### src/rtl/mul_acc_pkg.sv
// Shared types and default widths for the mul_64 downstream accumulator.
package mul_acc_pkg;

  // Product width matches the mul_64 result; guard bits absorb carries of long jobs.
  localparam int DEF_PROD_W  = 128;
  localparam int DEF_GUARD_W = 8;
  localparam int DEF_LEN_W   = 16;
  localparam int DEF_ACC_W   = DEF_PROD_W + DEF_GUARD_W;

  // Job sequencing: waiting for start, summing beats, presenting the result.
  typedef enum logic [1:0] {
    IDLE  = 2'd0,
    ACCUM = 2'd1,
    DONE  = 2'd2
  } state_e;

endpackage

### src/rtl/acc_add.sv
// W-bit Kogge-Stone adder with carry out, carry-in fixed at zero.
// Built in the same prefix style as ksa64x64 so both adders share structure.
module acc_add
  import mul_acc_pkg::*;
#(
  parameter int W = DEF_ACC_W
) (
  input  logic [W-1:0] a_i,
  input  logic [W-1:0] b_i,
  output logic [W-1:0] sum_o,
  output logic         cout_o
);

  // Level l holds group generate/propagate spanning 2^l bits ending at each position.
  localparam int LVL = $clog2(W);

  logic [W-1:0] gAll;

  genvar l;
  for (l = 0; l < LVL; l++) begin : g_lvl
    logic [W-1:0] g;
    logic [W-1:0] p;
    if (l == 0) begin : g_base
      // Bitwise generate and propagate seed the prefix tree.
      assign g = a_i & b_i;
      assign p = a_i ^ b_i;
    end else begin : g_pre
      // Combine each group with the neighbour 2^(l-1) bits below; zeros shift in at the bottom.
      assign g = g_lvl[l-1].g | (g_lvl[l-1].p & (g_lvl[l-1].g << (1 << (l-1))));
      assign p = g_lvl[l-1].p & (g_lvl[l-1].p << (1 << (l-1)));
    end
  end

  // The last combine stretches every group down to bit 0, giving the carry out of each bit.
  assign gAll   = g_lvl[LVL-1].g | (g_lvl[LVL-1].p & (g_lvl[LVL-1].g << (1 << (LVL-1))));
  assign sum_o  = g_lvl[0].p ^ {gAll[W-2:0], 1'b0};
  assign cout_o = gAll[W-1];

endmodule

### src/rtl/mul_acc_64.sv
// Streaming dot-product accumulator placed after mul_64: sums a programmed number
// of 128-bit products into a guarded accumulator and hands the sum out by valid/ready.
module mul_acc_64
  import mul_acc_pkg::*;
#(
  parameter int PROD_W  = DEF_PROD_W,
  parameter int GUARD_W = DEF_GUARD_W,
  parameter int LEN_W   = DEF_LEN_W
) (
  input  logic                        clk,
  input  logic                        rst_n,
  input  logic                        start,
  input  logic [LEN_W-1:0]            len,
  input  logic                        abort,
  input  logic                        in_valid,
  output logic                        in_ready,
  input  logic [PROD_W-1:0]           prod,
  output logic                        out_valid,
  input  logic                        out_ready,
  output logic [PROD_W+GUARD_W-1:0]   acc_out,
  output logic                        overflow,
  output logic                        busy
);

  localparam int ACC_W = PROD_W + GUARD_W;

  state_e             state_q;
  logic [ACC_W-1:0]   acc_q;
  logic [ACC_W-1:0]   accSum_d;
  logic               carry_d;
  logic [LEN_W-1:0]   count_q;
  logic [LEN_W-1:0]   count_d;
  logic [LEN_W-1:0]   len_q;
  logic               lastBeat_d;
  logic               beatTake_d;
  logic               inReady_q;
  logic               outValid_q;
  logic               overflow_q;
  logic               busy_q;

  // Product is unsigned, so it is zero-extended into the guard bits.
  acc_add #(
    .W (ACC_W)
  ) u_accAdd (
    .a_i    (acc_q),
    .b_i    ({{GUARD_W{1'b0}}, prod}),
    .sum_o  (accSum_d),
    .cout_o (carry_d)
  );

  assign count_d    = count_q + LEN_W'(1);
  assign lastBeat_d = (count_d == len_q);
  assign beatTake_d = in_valid && inReady_q;

  // Single FSM register block; handshake flags are registered alongside the state
  // so no input ever reaches an output combinationally.
  always_ff @(posedge clk or negedge rst_n) begin
    if (!rst_n) begin
      state_q    <= IDLE;
      acc_q      <= '0;
      count_q    <= '0;
      len_q      <= '0;
      inReady_q  <= 1'b0;
      outValid_q <= 1'b0;
      overflow_q <= 1'b0;
      busy_q     <= 1'b0;
    end else if (abort) begin
      state_q    <= IDLE;
      acc_q      <= '0;
      count_q    <= '0;
      overflow_q <= 1'b0;
      inReady_q  <= 1'b0;
      outValid_q <= 1'b0;
      busy_q     <= 1'b0;
    end else begin
      unique case (state_q)
        IDLE: begin
          if (start) begin
            acc_q      <= '0;
            count_q    <= '0;
            overflow_q <= 1'b0;
            busy_q     <= 1'b1;
            if (len != '0) begin
              len_q     <= len;
              state_q   <= ACCUM;
              inReady_q <= 1'b1;
            end else begin
              state_q    <= DONE;
              outValid_q <= 1'b1;
            end
          end
        end
        ACCUM: begin
          if (beatTake_d) begin
            acc_q      <= accSum_d;
            count_q    <= count_d;
            overflow_q <= overflow_q | carry_d;
            if (lastBeat_d) begin
              state_q    <= DONE;
              inReady_q  <= 1'b0;
              outValid_q <= 1'b1;
            end
          end
        end
        DONE: begin
          if (out_ready) begin
            state_q    <= IDLE;
            outValid_q <= 1'b0;
            busy_q     <= 1'b0;
          end
        end
        default: begin
          state_q    <= IDLE;
          inReady_q  <= 1'b0;
          outValid_q <= 1'b0;
          busy_q     <= 1'b0;
        end
      endcase
    end
  end

  assign in_ready  = inReady_q;
  assign out_valid = outValid_q;
  assign acc_out   = acc_q;
  assign overflow  = overflow_q;
  assign busy      = busy_q;

endmodule

### config.mk
export PLATFORM = sky130hd
export DESIGN_NAME = mul_acc_64
export DESIGN_NICKNAME = d
export VERILOG_FILES = /design/src/rtl/mul_acc_pkg.sv /design/src/rtl/acc_add.sv /design/src/rtl/mul_acc_64.sv
export SDC_FILE = /design/constraint.sdc
export NUM_CORES = 1
export LEC_CHECK = 0
export ABC_AREA = 1
export BUFFER_PORTS_ARGS = -buffer_cell sky130_fd_sc_hd__buf_2
export CORE_MARGIN = 2
export CORE_UTILIZATION = 54
export CTS_BUF_LIST = sky130_fd_sc_hd__clkbuf_4 sky130_fd_sc_hd__clkbuf_8 sky130_fd_sc_hd__clkbuf_16
export CTS_CLUSTER_SIZE = 28
export DETAILED_ROUTE_END_ITERATION = 8
export HOLD_SLACK_MARGIN = 0.06
export PLACE_DENSITY_LB_ADDON = 0.08
export SYNTH_ARGS = -nofsm -noshare
export SYNTH_HDL_FRONTEND = slang
export SYNTH_SLANG_ARGS = --single-unit
### constraint.sdc
create_clock -name clk -period 2.3 [get_ports clk]
set_input_delay 0.575 -clock clk [delete_from_list [all_inputs] [get_ports clk]]
set_output_delay 0.575 -clock clk [all_outputs]
set_load 0.005 [all_outputs]
==> flow_summary.yaml, run 1 <==
run_status:
  status: "stopped before the end"
  haltStage: "global routing (5_1_grt)"
  tool.error: "[ERROR GRT-0232] Routing congestion too high. Check the congestion heatmap in the GUI."
sta:
  worst-ep-kind: "sequential cell input"
  grt_worst_setup_endpoint: "acc_out[51]$_DFFE_PN0P_/D"
floorplanning:
  io_pins: 290
  chipHeight_um: 193
  fp.dieW_um: 193
  num_rows: 69
  start_util_pct: 54.6
synth:
  syn_area_per_cell_sq_um: 5.71
  syn_area_sq_um: 19300
  async_flop_share_pct: 100
  ys_top_cells_by_area: "dfrtp_1, nand2_1, inv_1"
  synthCells: 3387
  ys_types: 48
  synth_edf_count: 0
  yosysSeqAreaShare_pct: 22.5
  synth_nets: 3667
  yosysTopAreaCell: "dfrtp_1"
  synth.most_common_cell: "nand2_1"
  ys_ff_latch: 174
  synth_top_cell_area_share_pct: 22.5
  synthFlopType: "dfrtp_1"
  netlist_top_cells_count: "nand2_1, inv_1, nor2_1"
  yosysWarnings: 0
clock_network:
  root_buffer: "clkbuf_16"
  cts_buffers: 17
  numClockSinks: 174
  cts_buffer_depth: 2
  cts_max_level: 4
grt:
  grt_max_degree: 52
  track_usage_pct: 93.0
  grt_overflow_total: 825
place:
  io_buffers: 289
  dp_hpwl_um: 72700
  place.gp.congestion: 1.15
## what timing repair did
action,CTS
setup endpoints to repair,105
gates resized for setup,806
hold buffers,0
pin swaps,188
buffers inserted,67
## per-layer routing
metal | overflow | global-route usage, %
met1 | 49 | 90.2
met2 | 454 | 103
met3 | 59 | 84.2
met4 | 255 | 96.9
met5 | 8 | 70.2
## stage by stage
stage | setup slack (ns) | area (sq um) | hold WS, ns | utilization [%] | instances
after detailed placement | -0.852 | 25900 | 0.471 | 73.2 | 4707
after floorplan | -0.0117 | 19400 | 0.279 | - | 3387
after global placement | -0.794 | 25900 | 0.450 | 73.2 | 4707
after CTS | -0.108 | 30400 | 0.0730 | 85.8 | 4806
## cell families after synthesis
| group | after synthesis | synth area share, % |
|---|---|---|
| xor gates and xnor gates | 5 | 0.298 |
| buffers and inverters | 607 | 11.8 |
| and+or+nand+nor | 1871 | 39.9 |
| adders and majority gates | 130 | 8.45 |
| AOI/OAI and AO/OA | 587 | 16.2 |
| DFF | 174 | 22.5 |
| muxes | 13 | 0.757 |
==> inputs of run 2 (changes only) <==
==> config.mk (replaced) <==
export PLATFORM = sky130hd
export DESIGN_NAME = mul_acc_64
export DESIGN_NICKNAME = d
export VERILOG_FILES = /design/src/rtl/mul_acc_pkg.sv /design/src/rtl/acc_add.sv /design/src/rtl/mul_acc_64.sv
export SDC_FILE = /design/constraint.sdc
export NUM_CORES = 1
export LEC_CHECK = 0
export ABC_AREA = 1
export BUFFER_PORTS_ARGS = -buffer_cell sky130_fd_sc_hd__buf_2
export CORE_MARGIN = 2
export CORE_UTILIZATION = 40
export DETAILED_ROUTE_END_ITERATION = 8
export PLACE_DENSITY_LB_ADDON = 0.15
export SYNTH_ARGS = -nofsm -noshare
export SYNTH_HDL_FRONTEND = slang
export SYNTH_SLANG_ARGS = --single-unit
==> constraint.sdc (replaced) <==
create_clock -name clk -period 3 [get_ports clk]
set_input_delay 0.75 -clock clk [delete_from_list [all_inputs] [get_ports clk]]
set_output_delay 0.75 -clock clk [all_outputs]
set_load 0.005 [all_outputs]
==> flow_summary.yaml, run 2 <==
min_path:
  hold_path_class: "in2async"
floorplanning:
  chipHeight_um: 224
  start_util_pct: 40.5
  io_pins: 290
  core_sq_um: 47700
  fp.dieW_um: 224
  dieArea_sq_um: 50100
  num_rows: 80
worst_setup_path:
  cp_slowest_cell: "dfrtp_1"
  crit_chain: "ha_1, nand2_1, nor2_1, inv_1, nor2_1, inv_1, nor2_1, nand2_1, nor3_2, nand2_2, nand2_1, nand2_1, nand3_1, nand2_1"
  cp_num_buf_inv: 2
  cp-startpoint: "acc_out[112]"
  worstPathMaxFanout: 4
  crit_arrival_ns: 3.26
  critPathCaptureType: "flop"
  cp-start-kind: "flop"
  max_stage_delay_ns: 0.47
  critPathTopFamily: "simple AND/OR/NAND/NOR gates"
  critical_path_class: "reg2reg"
  cp.required_ns: 3.40
  crit_top_cell: "nand2_1"
  worstReg2RegStart: "acc_out[112]"
run:
  max_cap_viol_count: 0
synth:
  yosysSeqAreaShare_pct: 22.5
  syn_area_sq_um: 19300
  synthCells: 3387
  netlist_top_cells_count: "nand2_1, inv_1, nor2_1"
  syn_area_per_cell_sq_um: 5.71
  synthFlopType: "dfrtp_1"
  ys_top_cells_by_area: "dfrtp_1, nand2_1, inv_1"
  synth_top_cell_area_share_pct: 22.5
  async_flop_share_pct: 100
  synth_nets: 3667
  synth.most_common_cell: "nand2_1"
  ys_ff_latch: 174
  synth_edf_count: 0
  yosysTopAreaCell: "dfrtp_1"
  ys_types: 48
  yosysWarnings: 0
sta:
  worst_pin_slew_ns: 0.697
  slew_violations: 0
  skew_ns: 0.0235
  period_share_pct: 95.4
  setup_viol: 0
  setup_ws_ns: 0.139
  slew_headroom_pct: 53.0
  fmax_ghz: 0.350
  fin_crit_ns: 2.86
  finalHoldViolCount: 0
power:
  power_density_nw_per_um2: 284
  leakage_nw: 13.3
  ir_drop_mv: 0.267
route:
  dr.pass1.iters: 5
  ant_nets: 0
  wire_per_inst_um: 19.2
  drc: 0
  drt_iter0_markers: 2493
  vias: 24337
  routed_wirelength_um: 89800
  viasPerCell: 5.21
clock_network:
  cts_tree: "done"
  cts_setup_buffers: 0
  cts_buffer_depth: 2
  cts_buffers: 17
  clkTransAtPathRegs_ns: 0.09
  root_buffer: "clkbuf_16"
  cts_max_level: 4
  numClockSinks: 174
  worstSkewPairLatency_ns: 0.53
finish:
  largest_register_ffs: 136
  layout-area-overhead-vs-synth_pct: 29.1
  antenna_cells: 0
  nets: 4322
  drive_above_1_share_pct: 19.8
  final_cell_mix: "nand2_1, inv_1, nor2_1, buf_4, buf_2"
  fin_area_sq_um: 25000
  final_common_cell: "nand2_1"
  final_cells: 4670
grt:
  grt_pass1_wl_um: 133000
  met2_usage_pct: 53.7
  top_usage_layer: "met2"
  grt_overflow_total: 0
  use_met3_pct: 5.97
  grtUsageMet1_pct: 50.1
  antenna_found_initial: 1
  grt_pass1_vias: 22385
  track_usage_pct: 35.6
  grt_max_degree: 99
place:
  dp_cells: 4638
  place.gp.congestion: 1.09
  dp_worst_setup_slack_ns: -0.273
  placed_cell_area_sq_um: 24400
  dp_hpwl_um: 76000
  io_buffers: 289
run_status:
  status: "finished, final reports clean"
==> run 2: cell counts after synthesis <==
Identical to the previous run, type by type.
==> run 2: logic make-up after synthesis <==
| logic type | count (synthesis) | synth area share, % |
|---|---|---|
| AO/OA/AOI/OAI | 587 | 16.2 |
| XOR/XNOR | 5 | 0.298 |
| buffers and inverters | 607 | 11.8 |
| flip-flops | 174 | 22.5 |
| AND/OR/NAND/NOR | 1871 | 39.9 |
| multiplexers | 13 | 0.757 |
| adder cells (fa/ha/maj) | 130 | 8.45 |
==> run 2: worst reg2reg max path, stage by stage, from the launching register on <==
cell and delay (ns):
dfrtp_1 0.47, ha_1 0.44, nand2_1 0.13, nor2_1 0.19, inv_1 0.10, nor2_1 0.11, inv_1 0.08, nor2_1 0.21
nand2_1 0.25, nor3_2 0.29, nand2_2 0.22, nand2_1 0.10, nand2_1 0.05, nand3_1 0.06, nand2_1 0.06
==> run 2: stage by stage <==
stage	utilization, %	setup TNS [ns]	hold WS (ns)	power (mW)
detailed placement	51.1	-5.56	0.455	4.68
global route	52.3	-0.0474	0.215	7.40
finish	52.3	0	0.178	7.08
floorplan	-	0	0.454	3.68
global placement	51.1	-4.69	0.448	4.67
CTS	52.3	0	0.185	7.08
==> run 2: final timing paths <==
check                                    end  slack (ns)  cells past startpoint
min in group clk                   out_valid        0.47                      2
worst max register to register  acc_out[121]        0.14                     14
max in group asynchronous       acc_out[115]        2.10                      2
worst min register to register     out_valid        0.47                      2
worst min-delay path             acc_out[20]        0.18                      1
worst max-delay path            acc_out[121]        0.14                     14
==> run 2: timing repair <==
| item | in CTS | in global routing |
|---|---|---|
| resized for setup | 0 | 3 |
| hold buffers | 0 | 0 |
| endpoints found under the setup margin | 0 | 3 |
| endpoints found under the hold margin | 0 | 0 |
==> run 2: layout make-up <==
type                       instances  area, sq um
multi-input combinational       2606        12700
clock inverter                    14          149
timing repair buffer             670         4400
clock buffer                      18          429
fill                            5172        22800
sequential                       174         4350
inverter                         573         2150
tap                              615          769
==> run 2: per-layer routing <==
layer	part of all wire (%)	wire length [um]	up-vias
met3	9.0	8070	152
met5	0.012	11	-
li1	-	-	12029
met1	45	40100	11092
met4	4.3	3890	2
met2	42	37700	1062
==> run 2: power breakdown <==
group          leakage (nW)  internal, mW  total (mW)  switching (mW)
sequential             2.38          2.48        2.59           0.111
combinational          10.7         0.802        2.08            1.28
clock                 0.286          1.11        2.41            1.30
total                  13.3          4.39        7.08            2.69
No activity file was read; power rests on OpenSTA's default activity.
